## src/rtl/ctrl_pkg.sv

```systemverilog
// Shared encodings for the multicycle control unit: FSM states, opcodes and
// the select/operation codes driven onto the datapath.
package ctrl_pkg;

  typedef enum logic [3:0] {
    FETCH    = 4'd0,
    DECODE   = 4'd1,
    MEMADR   = 4'd2,
    MEMREAD  = 4'd3,
    MEMWB    = 4'd4,
    MEMWRITE = 4'd5,
    EXECR    = 4'd6,
    EXECI    = 4'd7,
    ALUWB    = 4'd8,
    BRANCH   = 4'd9,
    JAL      = 4'd10,
    TRAP     = 4'd11
  } state_t;

  localparam logic [6:0] OP_LOAD   = 7'b0000011;
  localparam logic [6:0] OP_STORE  = 7'b0100011;
  localparam logic [6:0] OP_RTYPE  = 7'b0110011;
  localparam logic [6:0] OP_ITYPE  = 7'b0010011;
  localparam logic [6:0] OP_BRANCH = 7'b1100011;
  localparam logic [6:0] OP_JAL    = 7'b1101111;

  localparam logic [2:0] ALU_ADD = 3'b000;
  localparam logic [2:0] ALU_SUB = 3'b001;
  localparam logic [2:0] ALU_AND = 3'b010;
  localparam logic [2:0] ALU_OR  = 3'b011;
  localparam logic [2:0] ALU_SLT = 3'b101;

  localparam logic [1:0] SRCA_PC    = 2'b00;
  localparam logic [1:0] SRCA_OLDPC = 2'b01;
  localparam logic [1:0] SRCA_RS1   = 2'b10;

  localparam logic [1:0] SRCB_RS2  = 2'b00;
  localparam logic [1:0] SRCB_IMM  = 2'b01;
  localparam logic [1:0] SRCB_FOUR = 2'b10;

  localparam logic [1:0] RES_ALUOUT    = 2'b00;
  localparam logic [1:0] RES_MEMDATA   = 2'b01;
  localparam logic [1:0] RES_ALURESULT = 2'b10;

  localparam logic [1:0] IMM_I = 2'b00;
  localparam logic [1:0] IMM_S = 2'b01;
  localparam logic [1:0] IMM_B = 2'b10;
  localparam logic [1:0] IMM_J = 2'b11;

  // Opcodes without an immediate fall back to the I format.
  function automatic logic [1:0] imm_src_for(input logic [6:0] op);
    case (op)
      OP_STORE:  return IMM_S;
      OP_BRANCH: return IMM_B;
      OP_JAL:    return IMM_J;
      default:   return IMM_I;
    endcase
  endfunction

endpackage

```

## src/rtl/alu_dec.sv

```systemverilog
// Execute-phase ALU decode: maps funct3/funct7b5 to an ALU operation and
// flags funct3 values the core does not implement.
module alu_dec
  import ctrl_pkg::*;
(
  input  logic [2:0] funct3,
  input  logic       funct7b5,
  input  logic       is_rtype,
  output logic [2:0] alu_ctrl,
  output logic       illegal
);

  always_comb begin
    alu_ctrl = ALU_ADD;
    illegal  = 1'b0;
    case (funct3)
      // funct7b5 only selects sub for register forms; for I-type it is immediate bits.
      3'b000:  alu_ctrl = (is_rtype && funct7b5) ? ALU_SUB : ALU_ADD;
      3'b010:  alu_ctrl = ALU_SLT;
      3'b110:  alu_ctrl = ALU_OR;
      3'b111:  alu_ctrl = ALU_AND;
      default: illegal  = 1'b1;
    endcase
  end

endmodule

```

## src/rtl/multicycle_ctrl.sv

```systemverilog
// Moore control FSM for a multicycle RISC-V style datapath.
// Define BRANCH_EXT_EN to support bne/blt/bge/bltu/bgeu in addition to beq.
module multicycle_ctrl
  import ctrl_pkg::*;
(
  input  logic       clk_in,
  input  logic       rst_in,
  input  logic [6:0] op_in,
  input  logic [2:0] funct3_in,
  input  logic       funct7b5_in,
  input  logic       Z_in,
  input  logic       N_in,
  input  logic       V_in,
  input  logic       C_in,
  input  logic       mem_ready_in,
  output logic [2:0] alu_ctrl_o,
  output logic [1:0] alu_src_a_o,
  output logic [1:0] alu_src_b_o,
  output logic [1:0] result_src_o,
  output logic [1:0] imm_src_o,
  output logic       adr_src_o,
  output logic       ir_write_o,
  output logic       pc_write_o,
  output logic       mem_write_o,
  output logic       reg_write_o,
  output logic       illegal_o,
  output logic [3:0] state_dbg_o
);

  state_t     state, state_next;
  logic [2:0] exec_alu_ctrl;
  logic       exec_illegal;
  logic       branch_legal;
  logic       branch_taken;

  alu_dec u_alu_dec (
    .funct3   (funct3_in),
    .funct7b5 (funct7b5_in),
    .is_rtype (state == EXECR),
    .alu_ctrl (exec_alu_ctrl),
    .illegal  (exec_illegal)
  );

`ifdef BRANCH_EXT_EN
  always_comb begin
    branch_legal = 1'b1;
    branch_taken = 1'b0;
    case (funct3_in)
      3'b000:  branch_taken = Z_in;
      3'b001:  branch_taken = ~Z_in;
      3'b100:  branch_taken = N_in ^ V_in;
      3'b101:  branch_taken = ~(N_in ^ V_in);
      3'b110:  branch_taken = ~C_in;
      3'b111:  branch_taken = C_in;
      default: branch_legal = 1'b0;
    endcase
  end
`else
  logic unused_flags;
  assign unused_flags = ^{N_in, V_in, C_in};
  assign branch_legal = (funct3_in == 3'b000);
  assign branch_taken = Z_in;
`endif

  always_ff @(posedge clk_in) begin
    if (rst_in) state <= FETCH;
    else        state <= state_next;
  end

  // Memory handshake: the controller holds its request (state and enables)
  // stable; mem_ready_in high in a cycle means the access completes in that
  // cycle, and only then does the FSM advance past a memory state.
  always_comb begin
    state_next   = state;
    alu_ctrl_o   = ALU_ADD;
    alu_src_a_o  = SRCA_PC;
    alu_src_b_o  = SRCB_RS2;
    result_src_o = RES_ALUOUT;
    adr_src_o    = 1'b0;
    ir_write_o   = 1'b0;
    pc_write_o   = 1'b0;
    mem_write_o  = 1'b0;
    reg_write_o  = 1'b0;
    illegal_o    = 1'b0;
    case (state)
      FETCH: begin
        alu_src_b_o  = SRCB_FOUR;
        result_src_o = RES_ALURESULT;
        ir_write_o   = mem_ready_in;
        pc_write_o   = mem_ready_in;
        if (mem_ready_in) state_next = DECODE;
      end
      DECODE: begin
        alu_src_a_o = SRCA_OLDPC;
        alu_src_b_o = SRCB_IMM;
        case (op_in)
          OP_LOAD, OP_STORE: state_next = MEMADR;
          OP_RTYPE:          state_next = EXECR;
          OP_ITYPE:          state_next = EXECI;
          OP_BRANCH:         state_next = branch_legal ? BRANCH : TRAP;
          OP_JAL:            state_next = JAL;
          default:           state_next = TRAP;
        endcase
      end
      MEMADR: begin
        alu_src_a_o = SRCA_RS1;
        alu_src_b_o = SRCB_IMM;
        state_next  = (op_in == OP_LOAD) ? MEMREAD : MEMWRITE;
      end
      MEMREAD: begin
        adr_src_o = 1'b1;
        if (mem_ready_in) state_next = MEMWB;
      end
      MEMWB: begin
        result_src_o = RES_MEMDATA;
        reg_write_o  = 1'b1;
        state_next   = FETCH;
      end
      MEMWRITE: begin
        adr_src_o   = 1'b1;
        mem_write_o = 1'b1;
        if (mem_ready_in) state_next = FETCH;
      end
      EXECR, EXECI: begin
        alu_src_a_o = SRCA_RS1;
        alu_src_b_o = (state == EXECR) ? SRCB_RS2 : SRCB_IMM;
        alu_ctrl_o  = exec_alu_ctrl;
        state_next  = exec_illegal ? TRAP : ALUWB;
      end
      ALUWB: begin
        reg_write_o = 1'b1;
        state_next  = FETCH;
      end
      BRANCH: begin
        alu_src_a_o = SRCA_RS1;
        alu_src_b_o = SRCB_RS2;
        alu_ctrl_o  = ALU_SUB;
        pc_write_o  = branch_taken;
        state_next  = FETCH;
      end
      JAL: begin
        alu_src_a_o = SRCA_OLDPC;
        alu_src_b_o = SRCB_FOUR;
        pc_write_o  = 1'b1;
        state_next  = ALUWB;
      end
      TRAP:    illegal_o  = 1'b1;
      default: state_next = TRAP;
    endcase
    // Reset kills every side effect of the cycle it is sampled in.
    if (rst_in) begin
      ir_write_o  = 1'b0;
      pc_write_o  = 1'b0;
      mem_write_o = 1'b0;
      reg_write_o = 1'b0;
      illegal_o   = 1'b0;
    end
  end

  assign imm_src_o   = imm_src_for(op_in);
  assign state_dbg_o = state;

endmodule

```

## config.mk

```make
export PLATFORM = sky130hd
export DESIGN_NAME = multicycle_ctrl
export DESIGN_NICKNAME = d
export VERILOG_FILES = /design/src/rtl/ctrl_pkg.sv /design/src/rtl/alu_dec.sv /design/src/rtl/multicycle_ctrl.sv
export SDC_FILE = /design/constraint.sdc
export NUM_CORES = 1
export LEC_CHECK = 0
export CORE_MARGIN = 5
export CORE_UTILIZATION = 36
export DETAILED_ROUTE_END_ITERATION = 8
export GPL_TIMING_DRIVEN = 0
export PLACE_DENSITY = 0.78
export SLEW_MARGIN = 20
export SYNTH_ARGS = -nofsm -noshare
export SYNTH_HDL_FRONTEND = slang
export SYNTH_SLANG_ARGS = --single-unit
```

## constraint.sdc

```tcl
create_clock -name clk_in -period 1.98 [get_ports clk_in]
set_clock_uncertainty 0.1 [all_clocks]
set_input_delay 0.297 -clock clk_in [delete_from_list [all_inputs] [get_ports clk_in]]
set_output_delay 0.297 -clock clk_in [all_outputs]
set_load 0.005 [all_outputs]
```

**Yosys cells after proc, flatten, opt, wreduce, memory -nomap -nowiden**

Cells that the tools add are included.

- Flip-flop bits (word level): 4
- Input bits: 18

- Eq/ne operators: 23
- Multiplexer cells: 27
- Bitwise logic cells: 1
- Reduce and logical (&&, ||, !) cells: 14

Operators by type and width:

| operator | number |
|---|---|
| $pmux W4 S9 | 1 |
| $pmux W4 S5 | 1 |
| $eq A4 B3 Y1 const B | 4 |
| $eq A4 B4 Y1 const B | 4 |
| $eq A7 B6 Y1 const B | 2 |
| $eq A7 B7 Y1 const B | 2 |
| $reduce_or A2 Y1 | 7 |
| $mux W1 | 12 |
| $mux W4 | 3 |
| $pmux W2 S3 | 2 |
| $pmux W3 S4 | 1 |
| $eq A4 B2 Y1 const B | 2 |
| $pmux W2 S2 | 2 |
| $reduce_or A4 Y1 | 2 |
| $eq A7 B2 Y1 const B | 1 |
| $eq A7 B5 Y1 const B | 1 |
| $eq A3 B3 Y1 const B | 2 |
| $ne A2 B2 Y1 const B | 3 |
| $pmux W3 S2 | 1 |
| $eq A4 B1 Y1 const B | 1 |
| $logic_not A4 Y1 | 1 |
| $mux W2 | 2 |
| $reduce_and A4 Y1 | 1 |
| $eq A3 B2 Y1 const B | 1 |
| 6 further kinds | 6 |

**Longest topological paths before layout**

Gate-level depths: netlist of the first run.

- Word-level depth: 5
- Gate-level depth with buffers: 6
- Gate-level depth less buffers: 4

**Cells and area by module**

A second synthesis of the first run with hierarchy kept.

- Cells, all modules: 98
- Area total of the unflattened synthesis: 663.1 um^2

By module, submodules not included:

| module | times used | cells each | area each (um^2) | sequential area each (um^2) |
|---|---|---|---|---|
| multicycle_ctrl | 1 | 91 | 608.1 | 80.1 |
| alu_dec | 1 | 7 | 55.1 | 0.0 |

**Worst setup path before layout of the first run**

Ideal clock, no wire load.

- Kind: reg2out
- Start: reg state[2], in the netlist state_dbg_o[2]
- End: out alu_ctrl_o[2]
- Arrival: 1248 ps
- Data required time: 1583 ps
- Slack: 335 ps
- Stages on the path, launching flop included: 5
- Path buffers: 2
- Cell sequence: dfxtp_1 -> clkbuf_1 -> buf_2 -> nand2_1 -> nor4b_1

- Word-level cells in the longest chain between the ends: 3
- Elaborated cells between the ends (all ways): 5

RTL lines:

| what | line | source |
|---|---|---|
| from (decl) | multicycle_ctrl.sv:30 | `state_t state, state_next;` |
| from (signal assigned) | multicycle_ctrl.sv:67 | `else state <= state_next;` |
| $eq A4 B3 Y1 | multicycle_ctrl.sv:85 | `case (state)` |
| $reduce_or A2 Y1 | -- |  |
| $pmux W3 S2 * | multicycle_ctrl.sv:85 |  |
| to (decl) | multicycle_ctrl.sv:16 | `output logic [2:0] alu_ctrl_o,` |

Every way passes the cells marked *; elsewhere a longest branch is shown, timed or not.

**Final worst setup path of the first run**

- Start: reg state[3], in the netlist state_dbg_o[3]
- End: out alu_src_b_o[1]

- Word-level cells in the longest chain between the ends: 3
- Elaborated cells between the ends (all ways): 10

RTL lines:

| what | line | source |
|---|---|---|
| $eq A4 B4 Y1, or another cell as far along | multicycle_ctrl.sv:85 |  |
| $reduce_or A2 Y1 (no line) | -- |  |
| $pmux W2 S3 * | multicycle_ctrl.sv:85 |  |
| to (decl) | multicycle_ctrl.sv:18 | `output logic [1:0] alu_src_b_o,` |

Marked as above.

==> results of run 1 <==
layout make-up:
class | instances | area [µm²]
Tap cell | 25 | 31.28
Inverter | 2 | 7.507
Sequential cell | 4 | 95.09
Multi-Input combinational cell | 81 | 591.8
Clock buffer | 3 | 22.52
Timing Repair Buffer | 38 | 361.6
Fill cell | 128 | 509.2
Buffer | 8 | 88.84
metrics by stage:
step	setup TNS (ps)	instance area, µm²
4_1_cts	0	1141
2_1_floorplan	0	643.1
5_1_grt	0	1199
6_report	0	1199
3_3_place_gp	-3354	1005
3_5_place_dp	-3467	1005
layer usage:
| layer | GRT usage, % | vias to the layer above | routed length (µm) |
|---|---|---|---|
| li1 | - | 450 | - |
| met1 | 23.81 | 430 | 1049 |
| met2 | 32.43 | 51 | 1189 |
| met3 | 2.279 | 10 | 201 |
| met4 | 8.936 | 0 | 51 |
| met5 | 0 | - | 0 |
final timing paths:
check	from	end	slack, ps	cells past startpoint
worst max-delay path	state_dbg_o[3]	alu_src_b_o[1]	40	4
worst min-delay path	rst_in	state_dbg_o[0]	420	2
worst max register to register	state_dbg_o[2]	state_dbg_o[0]	320	6
worst min register to register	state_dbg_o[1]	state_dbg_o[1]	570	3
synthesized netlist by cell type (2+ instances only):
| library cell | instances |
|---|---|
| nor2_1 | 10 |
| nand2_1 | 11 |
| clkbuf_1 | 5 |
| nand2b_1 | 5 |
| o22a_1 | 3 |
| inv_1 | 2 |
| or3_1 | 2 |
| a21oi_1 | 5 |
| xnor2_1 | 3 |
| buf_1 | 2 |
| buf_2 | 2 |
| a2111oi_0 | 2 |
| or4_1 | 2 |
| nor2b_1 | 3 |
| a311oi_1 | 3 |
| dfxtp_1 | 4 |
| o21ai_0 | 3 |
| nor3_1 | 5 |
| nor3b_1 | 2 |
repair_timing:
action / in CTS / in global routing
buffers inserted: 3 / 2
setup endpoints to repair: 17 / 10
pin swaps: 1 / 2
gates resized for setup: 57 / 15
power by group:
part	switching [µW]	total, µW	internal [µW]
Combinational	568	1210	642
Sequential	100	241	141
Clock	35.6	104	68.0
Total	704	1560	851
kinds of logic (layout without fill, tap and decap cells):
kind of cell,count (synthesis),in the layout,synth area share (%)
simple gates,50,50,43.78
compound gates,28,28,32.88
buf+inv,11,51,6.811
flops,4,4,12.45
xor+xnor,3,3,4.086
==> report_table.html, run 1 <==
<table>
<tr><th>Metric</th><th>Value</th></tr>
<tr><th colspan="2">Yosys</th></tr>
<tr><td>Sequential element share of the synthesized area</td><td>12.45%</td></tr>
<tr><td>Combined area of all synthesized cells</td><td>643.1 µm²</td></tr>
<tr><td>Number of enable-type register cells in the synthesized netlist</td><td>0</td></tr>
<tr><td>Synthesized net count</td><td>114</td></tr>
<tr><td>Proportion of netlist area held by the largest area contributor</td><td>12.45%</td></tr>
<tr><td>Number of warnings printed during yosys synthesis</td><td>0</td></tr>
<tr><td>Most common flop cell mapped by yosys</td><td>dfxtp_1</td></tr>
<tr><td>Number of standard cells after synthesis</td><td>96</td></tr>
<tr><td>Avg Inst Size Synth</td><td>6.699 µm²</td></tr>
<tr><td>Leading cell types by total area after synthesis</td><td>dfxtp_1, nand2_1, nor2_1</td></tr>
<tr><td>Post-synthesis register bit count</td><td>4</td></tr>
<tr><td>Number of unique standard cell types used by synthesis</td><td>41</td></tr>
<tr><td>Cell taking the most area after synthesis</td><td>dfxtp_1</td></tr>
<tr><td>Ys async rst share</td><td>0%</td></tr>
<tr><th colspan="2">Routing</th></tr>
<tr><td>WL/cell</td><td>15.48 µm</td></tr>
<tr><td>Total number of vias</td><td>941</td></tr>
<tr><td>Post-detailed-route via-to-cell ratio</td><td>5.845</td></tr>
<tr><td>Pre-antenna DRT Iters</td><td>4</td></tr>
<tr><td>Initial detailed-routing violation count</td><td>38</td></tr>
<tr><td>Count of nets left with antenna violations after detail routing</td><td>0</td></tr>
<tr><td>Drt total wl</td><td>2.492 mm</td></tr>
<tr><td>DRC violations left</td><td>0</td></tr>
<tr><th colspan="2">Timing</th></tr>
<tr><td>Actual slew at the worst max-slew pin</td><td>416.3 ps</td></tr>
<tr><td>Final-report hold violation count</td><td>0</td></tr>
<tr><td>Maximum clock frequency</td><td>0.5167 GHz</td></tr>
<tr><td>Tcrit/Tclk final</td><td>97.75%</td></tr>
<tr><td>Rel. slew slack</td><td>72.25%</td></tr>
<tr><td>Unrepaired setup endpoints after global routing</td><td>false</td></tr>
<tr><td>Final setup violation count</td><td>0</td></tr>
<tr><td>Final Critical Period</td><td>1935 ps</td></tr>
<tr><td>Worst Slack Setup Final</td><td>44.63 ps</td></tr>
<tr><td>Worst hold margin</td><td>415.9 ps</td></tr>
<tr><td>Final max-slew violation count</td><td>0</td></tr>
<tr><th colspan="2">Placed design</th></tr>
<tr><td>Final estimated routing congestion in global placement</td><td>0.9044</td></tr>
<tr><td>Post-place setup slack</td><td>-342.3 ps</td></tr>
<tr><td>Count of placed standard cells including taps</td><td>154</td></tr>
<tr><td>HPWL after detailed placement</td><td>1.652 mm</td></tr>
<tr><td>IO Port Bufs</td><td>33</td></tr>
<tr><th colspan="2">Clocking</th></tr>
<tr><td>CTS buffer count</td><td>3</td></tr>
<tr><td>Clock Sinks</td><td>4</td></tr>
<tr><td>Clk pin slew, worst setup/hold paths</td><td>40 ps</td></tr>
<tr><td>Worst-skew pair later-pin latency</td><td>240 ps</td></tr>
<tr><td>Root Buffer</td><td>clkbuf_4</td></tr>
<tr><td>CTS H-tree depth</td><td>1</td></tr>
<tr><td>Clock tree from TritonCTS</td><td>yes</td></tr>
<tr><td>Quantity of hold-fixing buffers added after cts</td><td>0</td></tr>
<tr><td>Maximum count of clock buffers along a single path</td><td>2</td></tr>
<tr><th colspan="2">Global routing</th></tr>
<tr><td>Maximum number of pins on one net before global-route repair</td><td>12</td></tr>
<tr><td>Global-route usage over all layers</td><td>19.13%</td></tr>
<tr><td>Final global-route overflow total</td><td>0</td></tr>
<tr><td>Number of antenna violations at the first check in global routing</td><td>0</td></tr>
<tr><td>Wire length of the first global-routing pass</td><td>4.119 mm</td></tr>
<tr><td>Via count of the first global-routing pass</td><td>924</td></tr>
<tr><th colspan="2">Floorplan</th></tr>
<tr><td>Die Wd</td><td>52.27 µm</td></tr>
<tr><td>Core outline area</td><td>1708 µm²</td></tr>
<tr><td>Die height</td><td>52.27 µm</td></tr>
<tr><td>Row count</td><td>15</td></tr>
<tr><td>Starting utilization of the core area</td><td>37.66%</td></tr>
<tr><td>I/O pin count</td><td>39</td></tr>
<tr><td>Die footprint</td><td>2732 µm²</td></tr>
<tr><th colspan="2">Finish</th></tr>
<tr><td>Leading cell type in the layout, fill and taps excluded</td><td>dlygate4sd2_1</td></tr>
<tr><td>Number of nets in the finished design</td><td>156</td></tr>
<tr><td>Proportion of layout cells with a drive suffix above 1</td><td>26.47%</td></tr>
<tr><td>Number of flip-flops under the largest register name</td><td>4</td></tr>
<tr><td>Number of diodes</td><td>0</td></tr>
<tr><td>Leading cell types in the layout, fill and taps excluded</td><td>dlygate4sd2_1, clkdlybuf4s50_1, nand2_1</td></tr>
<tr><td>Count of placed standard cells in the final layout, fillers left out</td><td>161</td></tr>
<tr><td>Post-layout utilization of the core</td><td>70.18%</td></tr>
<tr><td>Area growth from synthesis to layout</td><td>86.38%</td></tr>
<tr><th colspan="2">Power</th></tr>
<tr><td>VDD IR max</td><td>0.7160 mV</td></tr>
<tr><td>Leakage</td><td>0.0005509 µW</td></tr>
<tr><td>Power, Total</td><td>1556 µW</td></tr>
<tr><td>Power per Cell Area</td><td>1298 nW/µm²</td></tr>
<tr><th colspan="2">Critical path</th></tr>
<tr><td>Crit path max fanout</td><td>9</td></tr>
<tr><td>Delay of the slowest cell on the worst path</td><td>510 ps</td></tr>
<tr><td>Data arrival time at the worst-slack endpoint</td><td>1540 ps</td></tr>
<tr><td>Required time at the worst-slack endpoint</td><td>1580 ps</td></tr>
<tr><td>Buffers and inverters on the worst path</td><td>2</td></tr>
<tr><td>Category of the critical setup timing path</td><td>flip-flop to output port</td></tr>
<tr><td>CP Capture Type</td><td>output port</td></tr>
<tr><td>Crit path max-delay family</td><td>buffers and inverters</td></tr>
<tr><td>Crit path max-delay cell type</td><td>clkdlybuf4s50_1</td></tr>
<tr><td>Cell Chain, Critical Path</td><td>nor2_4 -&gt; inv_1 -&gt; a21boi_2 -&gt; clkdlybuf4s50_1</td></tr>
<tr><td>Nature of the critical path startpoint</td><td>flip-flop</td></tr>
<tr><th colspan="2">Outcome</th></tr>
<tr><td>Outcome</td><td>finished, final reports clean</td></tr>
<tr><th colspan="2">Run</th></tr>
<tr><td>MaxCap Viol Count</td><td>0</td></tr>
<tr><th colspan="2">Hold path</th></tr>
<tr><td>Worst min-delay path class</td><td>input port to flip-flop</td></tr>
</table>
No activity file was read; power rests on OpenSTA's default activity.
==> run 2, diff against run 1 <==
--- a/config.mk
+++ b/config.mk
@@ -10,6 +10,7 @@
 export DETAILED_ROUTE_END_ITERATION = 8
 export GPL_TIMING_DRIVEN = 0
 export PLACE_DENSITY = 0.78
+export SETUP_SLACK_MARGIN = 0.4
 export SLEW_MARGIN = 20
 export SYNTH_ARGS = -nofsm -noshare
 export SYNTH_HDL_FRONTEND = slang
==> run 2 against run 1 <==
Net effect:
- the flow now stops in global routing (5_1_grt)
- synthesized area unchanged
- synthesized cell count unchanged
==> report_table.html, run 2 <==
<table>
<tr><th>Metric</th><th>Value</th></tr>
<tr><th colspan="2">Yosys</th></tr>
<tr><td>Proportion of netlist area held by the largest area contributor</td><td>12.45%</td></tr>
<tr><td>Combined area of all synthesized cells</td><td>643.1 µm²</td></tr>
<tr><td>Number of enable-type register cells in the synthesized netlist</td><td>0</td></tr>
<tr><td>Avg Inst Size Synth</td><td>6.699 µm²</td></tr>
<tr><td>Ys async rst share</td><td>0%</td></tr>
<tr><td>Number of unique standard cell types used by synthesis</td><td>41</td></tr>
<tr><td>Post-synthesis register bit count</td><td>4</td></tr>
<tr><td>Library cell with the highest instance count after synthesis</td><td>nand2_1</td></tr>
<tr><td>Synthesized net count</td><td>114</td></tr>
<tr><td>Sequential element share of the synthesized area</td><td>12.45%</td></tr>
<tr><td>Cell taking the most area after synthesis</td><td>dfxtp_1</td></tr>
<tr><td>Synth top cells by count</td><td>nand2_1, nor2_1</td></tr>
<tr><td>Most common flop cell mapped by yosys</td><td>dfxtp_1</td></tr>
<tr><td>Number of warnings printed during yosys synthesis</td><td>0</td></tr>
<tr><td>Number of standard cells after synthesis</td><td>96</td></tr>
<tr><td>Leading cell types by total area after synthesis</td><td>dfxtp_1, nand2_1, nor2_1</td></tr>
<tr><th colspan="2">Clocking</th></tr>
<tr><td>CTS H-tree depth</td><td>1</td></tr>
<tr><td>CTS buffer count</td><td>3</td></tr>
<tr><td>Maximum count of clock buffers along a single path</td><td>2</td></tr>
<tr><td>Root Buffer</td><td>clkbuf_4</td></tr>
<tr><td>Clock Sinks</td><td>4</td></tr>
<tr><th colspan="2">Outcome</th></tr>
<tr><td>Error that halted the flow</td><td>[ERROR DPL-0033] detailed placement checks failed during check placement.</td></tr>
<tr><td>Step where the flow halted</td><td>global routing (5_1_grt)</td></tr>
<tr><td>Outcome</td><td>aborted with a tool error</td></tr>
<tr><th colspan="2">Placed design</th></tr>
<tr><td>IO Port Bufs</td><td>33</td></tr>
<tr><td>Final estimated routing congestion in global placement</td><td>0.9037</td></tr>
<tr><td>HPWL after detailed placement</td><td>1.698 mm</td></tr>
<tr><th colspan="2">Floorplan</th></tr>
<tr><td>Die height</td><td>52.27 µm</td></tr>
<tr><td>Die Wd</td><td>52.27 µm</td></tr>
<tr><td>I/O pin count</td><td>39</td></tr>
<tr><td>Starting utilization of the core area</td><td>37.66%</td></tr>
<tr><td>Row count</td><td>15</td></tr>
<tr><th colspan="2">Global routing</th></tr>
<tr><td>Maximum number of pins on one net before global-route repair</td><td>10</td></tr>
<tr><td>Number of antenna violations at the first check in global routing</td><td>0</td></tr>
<tr><th colspan="2">Timing</th></tr>
<tr><td>Worst EP kind</td><td>primary output</td></tr>
<tr><td>Post-GRT worst EP</td><td>pc_write_o</td></tr>
</table>
## run 2: cell counts after synthesis
No cell type changed its count.
## run 2: repair_timing
action	4_1_cts
cloned	2
gates resized for setup	139
pin swaps	14
hold buffers	0
buffers inserted	24
setup endpoints to repair	22
## run 2: metrics by stage
| step | cell area (µm²) | setup slack (ps) | std cells |
|---|---|---|---|
| CTS | 1443 | 174.3 | 183 |
| detailed placement | 1012 | -277.4 | 154 |
| global placement | 1012 | -272.6 | 154 |
| floorplan | 650.6 | 407.9 | 96 |
## run 2: cells by family after synthesis
family          count (synthesis)  synth area share, %
flops                           4                12.45
buf+inv                        11                6.811
simple gates                   50                43.78
compound gates                 28                32.88
xor+xnor                        3                4.086
==> run 3, diff against run 2 <==
--- a/config.mk
+++ b/config.mk
@@ -5,12 +5,11 @@
 export SDC_FILE = /design/constraint.sdc
 export NUM_CORES = 1
 export LEC_CHECK = 0
-export CORE_MARGIN = 5
-export CORE_UTILIZATION = 36
+export CORE_AREA = 5 5 66 68
 export DETAILED_ROUTE_END_ITERATION = 8
+export DIE_AREA = 0 0 71 73
 export GPL_TIMING_DRIVEN = 0
-export PLACE_DENSITY = 0.78
-export SETUP_SLACK_MARGIN = 0.4
+export PLACE_DENSITY_LB_ADDON = 0.15
 export SLEW_MARGIN = 20
 export SYNTH_ARGS = -nofsm -noshare
 export SYNTH_HDL_FRONTEND = slang
==> run 3 against run 2 <==
Net effect:
- the run now ends clean
==> report_table.html, run 3 (synthesized netlist as in run 1, its figures left out) <==
<table>
<tr><th>Metric</th><th>Value</th></tr>
<tr><th colspan="2">Routing</th></tr>
<tr><td>Drt total wl</td><td>2.640 mm</td></tr>
<tr><td>WL/cell</td><td>14.19 µm</td></tr>
<tr><td>Total number of vias</td><td>899</td></tr>
<tr><td>DRC violations left</td><td>0</td></tr>
<tr><td>Initial detailed-routing violation count</td><td>42</td></tr>
<tr><td>Post-detailed-route via-to-cell ratio</td><td>4.833</td></tr>
<tr><td>Count of nets left with antenna violations after detail routing</td><td>0</td></tr>
<tr><td>Pre-antenna DRT Iters</td><td>4</td></tr>
<tr><th colspan="2">Floorplan</th></tr>
<tr><td>Die Wd</td><td>71 µm</td></tr>
<tr><td>I/O pin count</td><td>39</td></tr>
<tr><td>Starting utilization of the core area</td><td>16.93%</td></tr>
<tr><td>Row count</td><td>23</td></tr>
<tr><td>Die footprint</td><td>5183 µm²</td></tr>
<tr><td>Core outline area</td><td>3799 µm²</td></tr>
<tr><td>Die height</td><td>73 µm</td></tr>
<tr><th colspan="2">Timing</th></tr>
<tr><td>Final setup violation count</td><td>0</td></tr>
<tr><td>Final max-slew violation count</td><td>0</td></tr>
<tr><td>Worst Slack Setup Final</td><td>85.53 ps</td></tr>
<tr><td>Unrepaired setup endpoints after global routing</td><td>false</td></tr>
<tr><td>Actual slew at the worst max-slew pin</td><td>471.1 ps</td></tr>
<tr><td>Final Critical Period</td><td>1894 ps</td></tr>
<tr><td>Rel. slew slack</td><td>67.78%</td></tr>
<tr><td>Tcrit/Tclk final</td><td>95.68%</td></tr>
<tr><td>Maximum clock frequency</td><td>0.5279 GHz</td></tr>
<tr><td>Final-report hold violation count</td><td>0</td></tr>
<tr><th colspan="2">Finish</th></tr>
<tr><td>Sequential cell area</td><td>92.59 µm²</td></tr>
<tr><td>Number of nets in the finished design</td><td>156</td></tr>
<tr><td>Area growth from synthesis to layout</td><td>88.13%</td></tr>
<tr><td>Leading cell type in the layout, fill and taps excluded</td><td>dlygate4sd2_1</td></tr>
<tr><td>Proportion of layout cells with a drive suffix above 1</td><td>22.06%</td></tr>
<tr><td>Area used by multi-input combinational logic</td><td>569.3 µm²</td></tr>
<tr><td>FILL cells</td><td>432</td></tr>
<tr><td>Number of diodes</td><td>0</td></tr>
<tr><td>Number of flip-flops under the largest register name</td><td>4</td></tr>
<tr><td>Leading cell types in the layout, fill and taps excluded</td><td>dlygate4sd2_1, nand2_1, clkdlybuf4s50_1</td></tr>
<tr><td>Post-layout utilization of the core</td><td>31.85%</td></tr>
<tr><td>Count of placed standard cells in the final layout, fillers left out</td><td>186</td></tr>
<tr><th colspan="2">Run</th></tr>
<tr><td>MaxCap Viol Count</td><td>0</td></tr>
<tr><th colspan="2">Clocking</th></tr>
<tr><td>CTS buffer count</td><td>3</td></tr>
<tr><td>Clock Sinks</td><td>4</td></tr>
<tr><td>Worst-skew pair later-pin latency</td><td>210 ps</td></tr>
<tr><td>CTS H-tree depth</td><td>1</td></tr>
<tr><td>Root Buffer</td><td>clkbuf_8</td></tr>
<tr><td>Clk pin slew, worst setup/hold paths</td><td>30 ps</td></tr>
<tr><td>Quantity of hold-fixing buffers added after cts</td><td>0</td></tr>
<tr><td>Maximum count of clock buffers along a single path</td><td>2</td></tr>
<tr><td>Clock tree from TritonCTS</td><td>yes</td></tr>
<tr><th colspan="2">Critical path</th></tr>
<tr><td>Crit path max fanout</td><td>3</td></tr>
<tr><td>Category of the critical setup timing path</td><td>input port to output port</td></tr>
<tr><td>Setup crit start</td><td>op_in[6]</td></tr>
<tr><td>Required time at the worst-slack endpoint</td><td>1580 ps</td></tr>
<tr><td>Data arrival time at the worst-slack endpoint</td><td>1500 ps</td></tr>
<tr><td>Nature of the critical path startpoint</td><td>input port</td></tr>
<tr><td>Worst reg2reg startpoint</td><td>state_dbg_o[2]</td></tr>
<tr><td>CP Capture Type</td><td>output port</td></tr>
<tr><th colspan="2">Global routing</th></tr>
<tr><td>Number of antenna violations at the first check in global routing</td><td>0</td></tr>
<tr><td>Via count of the first global-routing pass</td><td>934</td></tr>
<tr><td>Maximum number of pins on one net before global-route repair</td><td>12</td></tr>
<tr><td>Final global-route overflow total</td><td>0</td></tr>
<tr><td>Wire length of the first global-routing pass</td><td>4.526 mm</td></tr>
<tr><td>Global-route usage over all layers</td><td>10.66%</td></tr>
<tr><th colspan="2">Power</th></tr>
<tr><td>Power, Total</td><td>1558 µW</td></tr>
<tr><td>Power per Cell Area</td><td>1288 nW/µm²</td></tr>
<tr><td>VDD IR max</td><td>0.2970 mV</td></tr>
<tr><td>Leakage</td><td>0.0005455 µW</td></tr>
<tr><th colspan="2">Hold path</th></tr>
<tr><td>Source of the worst hold timing path</td><td>rst_in</td></tr>
<tr><td>Worst min-delay path class</td><td>input port to flip-flop</td></tr>
<tr><th colspan="2">Outcome</th></tr>
<tr><td>Outcome</td><td>finished, final reports clean</td></tr>
<tr><th colspan="2">Placed design</th></tr>
<tr><td>Count of placed standard cells including taps</td><td>179</td></tr>
<tr><td>IO Port Bufs</td><td>33</td></tr>
<tr><td>Final estimated routing congestion in global placement</td><td>0.7310</td></tr>
<tr><td>Post-place setup slack</td><td>-385.3 ps</td></tr>
<tr><td>HPWL after detailed placement</td><td>1.948 mm</td></tr>
</table>
## run 3: critical path, stage by stage
cell and delay, ps:
dlygate4sd2_1 280, nor3_4 240, o2111a_1 190, clkdlybuf4s50_1 490
## run 3: path summary, 6_finish.rpt
kind / slack [ps] / cells past startpoint / endpoint
max: 90 / 4 / imm_src_o[0]
min: 440 / 2 / state_dbg_o[0]
max reg2reg: 220 / 6 / state_dbg_o[1]
min reg2reg: 570 / 3 / state_dbg_o[0]
## run 3: final cells by class
class                      count  area share, %
tap                           50          5.171
multi-input combinational     81          47.05
clock buffer                   3          3.413
timing repair buffer          38          29.06
sequential                     4          7.653
buffer                         8          7.032
inverter                       2         0.6205
## run 3: per-stage QoR
stage	TNS [ps]	hold slack (ps)	cell area [µm²]
after floorplan	0	405.4	643.1
after global placement	-4420	668.2	1036
after detailed placement	-4206	637.2	1036
after CTS	0	436.2	1186
after global routing	0	479.1	1210
final	0	438.7	1210
## run 3: power breakdown
part | internal [µW] | total (µW) | switching (µW)
Clock | 129 | 168 | 39.0
Sequential | 137 | 239 | 102
Combinational | 607 | 1150 | 543
## run 3: layer usage
metal	wire, µm	track usage [%]
met5	0	0
met4	27	4.175
met3	143	2.617
met2	1274	17.61
met1	1195	13.33
## run 3: repair_timing
action                                  4_1_cts  5_1_grt
resized for setup                            54        8
hold endpoints to repair                      0        0
pin swaps                                     1        2
buffers inserted                              4        1
endpoints found under the setup margin       17        6
==> run 4, diff against run 3 <==
--- a/config.mk
+++ b/config.mk
@@ -5,6 +5,7 @@
 export SDC_FILE = /design/constraint.sdc
 export NUM_CORES = 1
 export LEC_CHECK = 0
+export CAP_MARGIN = 20
 export CORE_AREA = 5 5 66 68
 export DETAILED_ROUTE_END_ITERATION = 8
 export DIE_AREA = 0 0 71 73
==> results of run 4 <==
Final layout, timing and power as in run 3 (identical DEF).
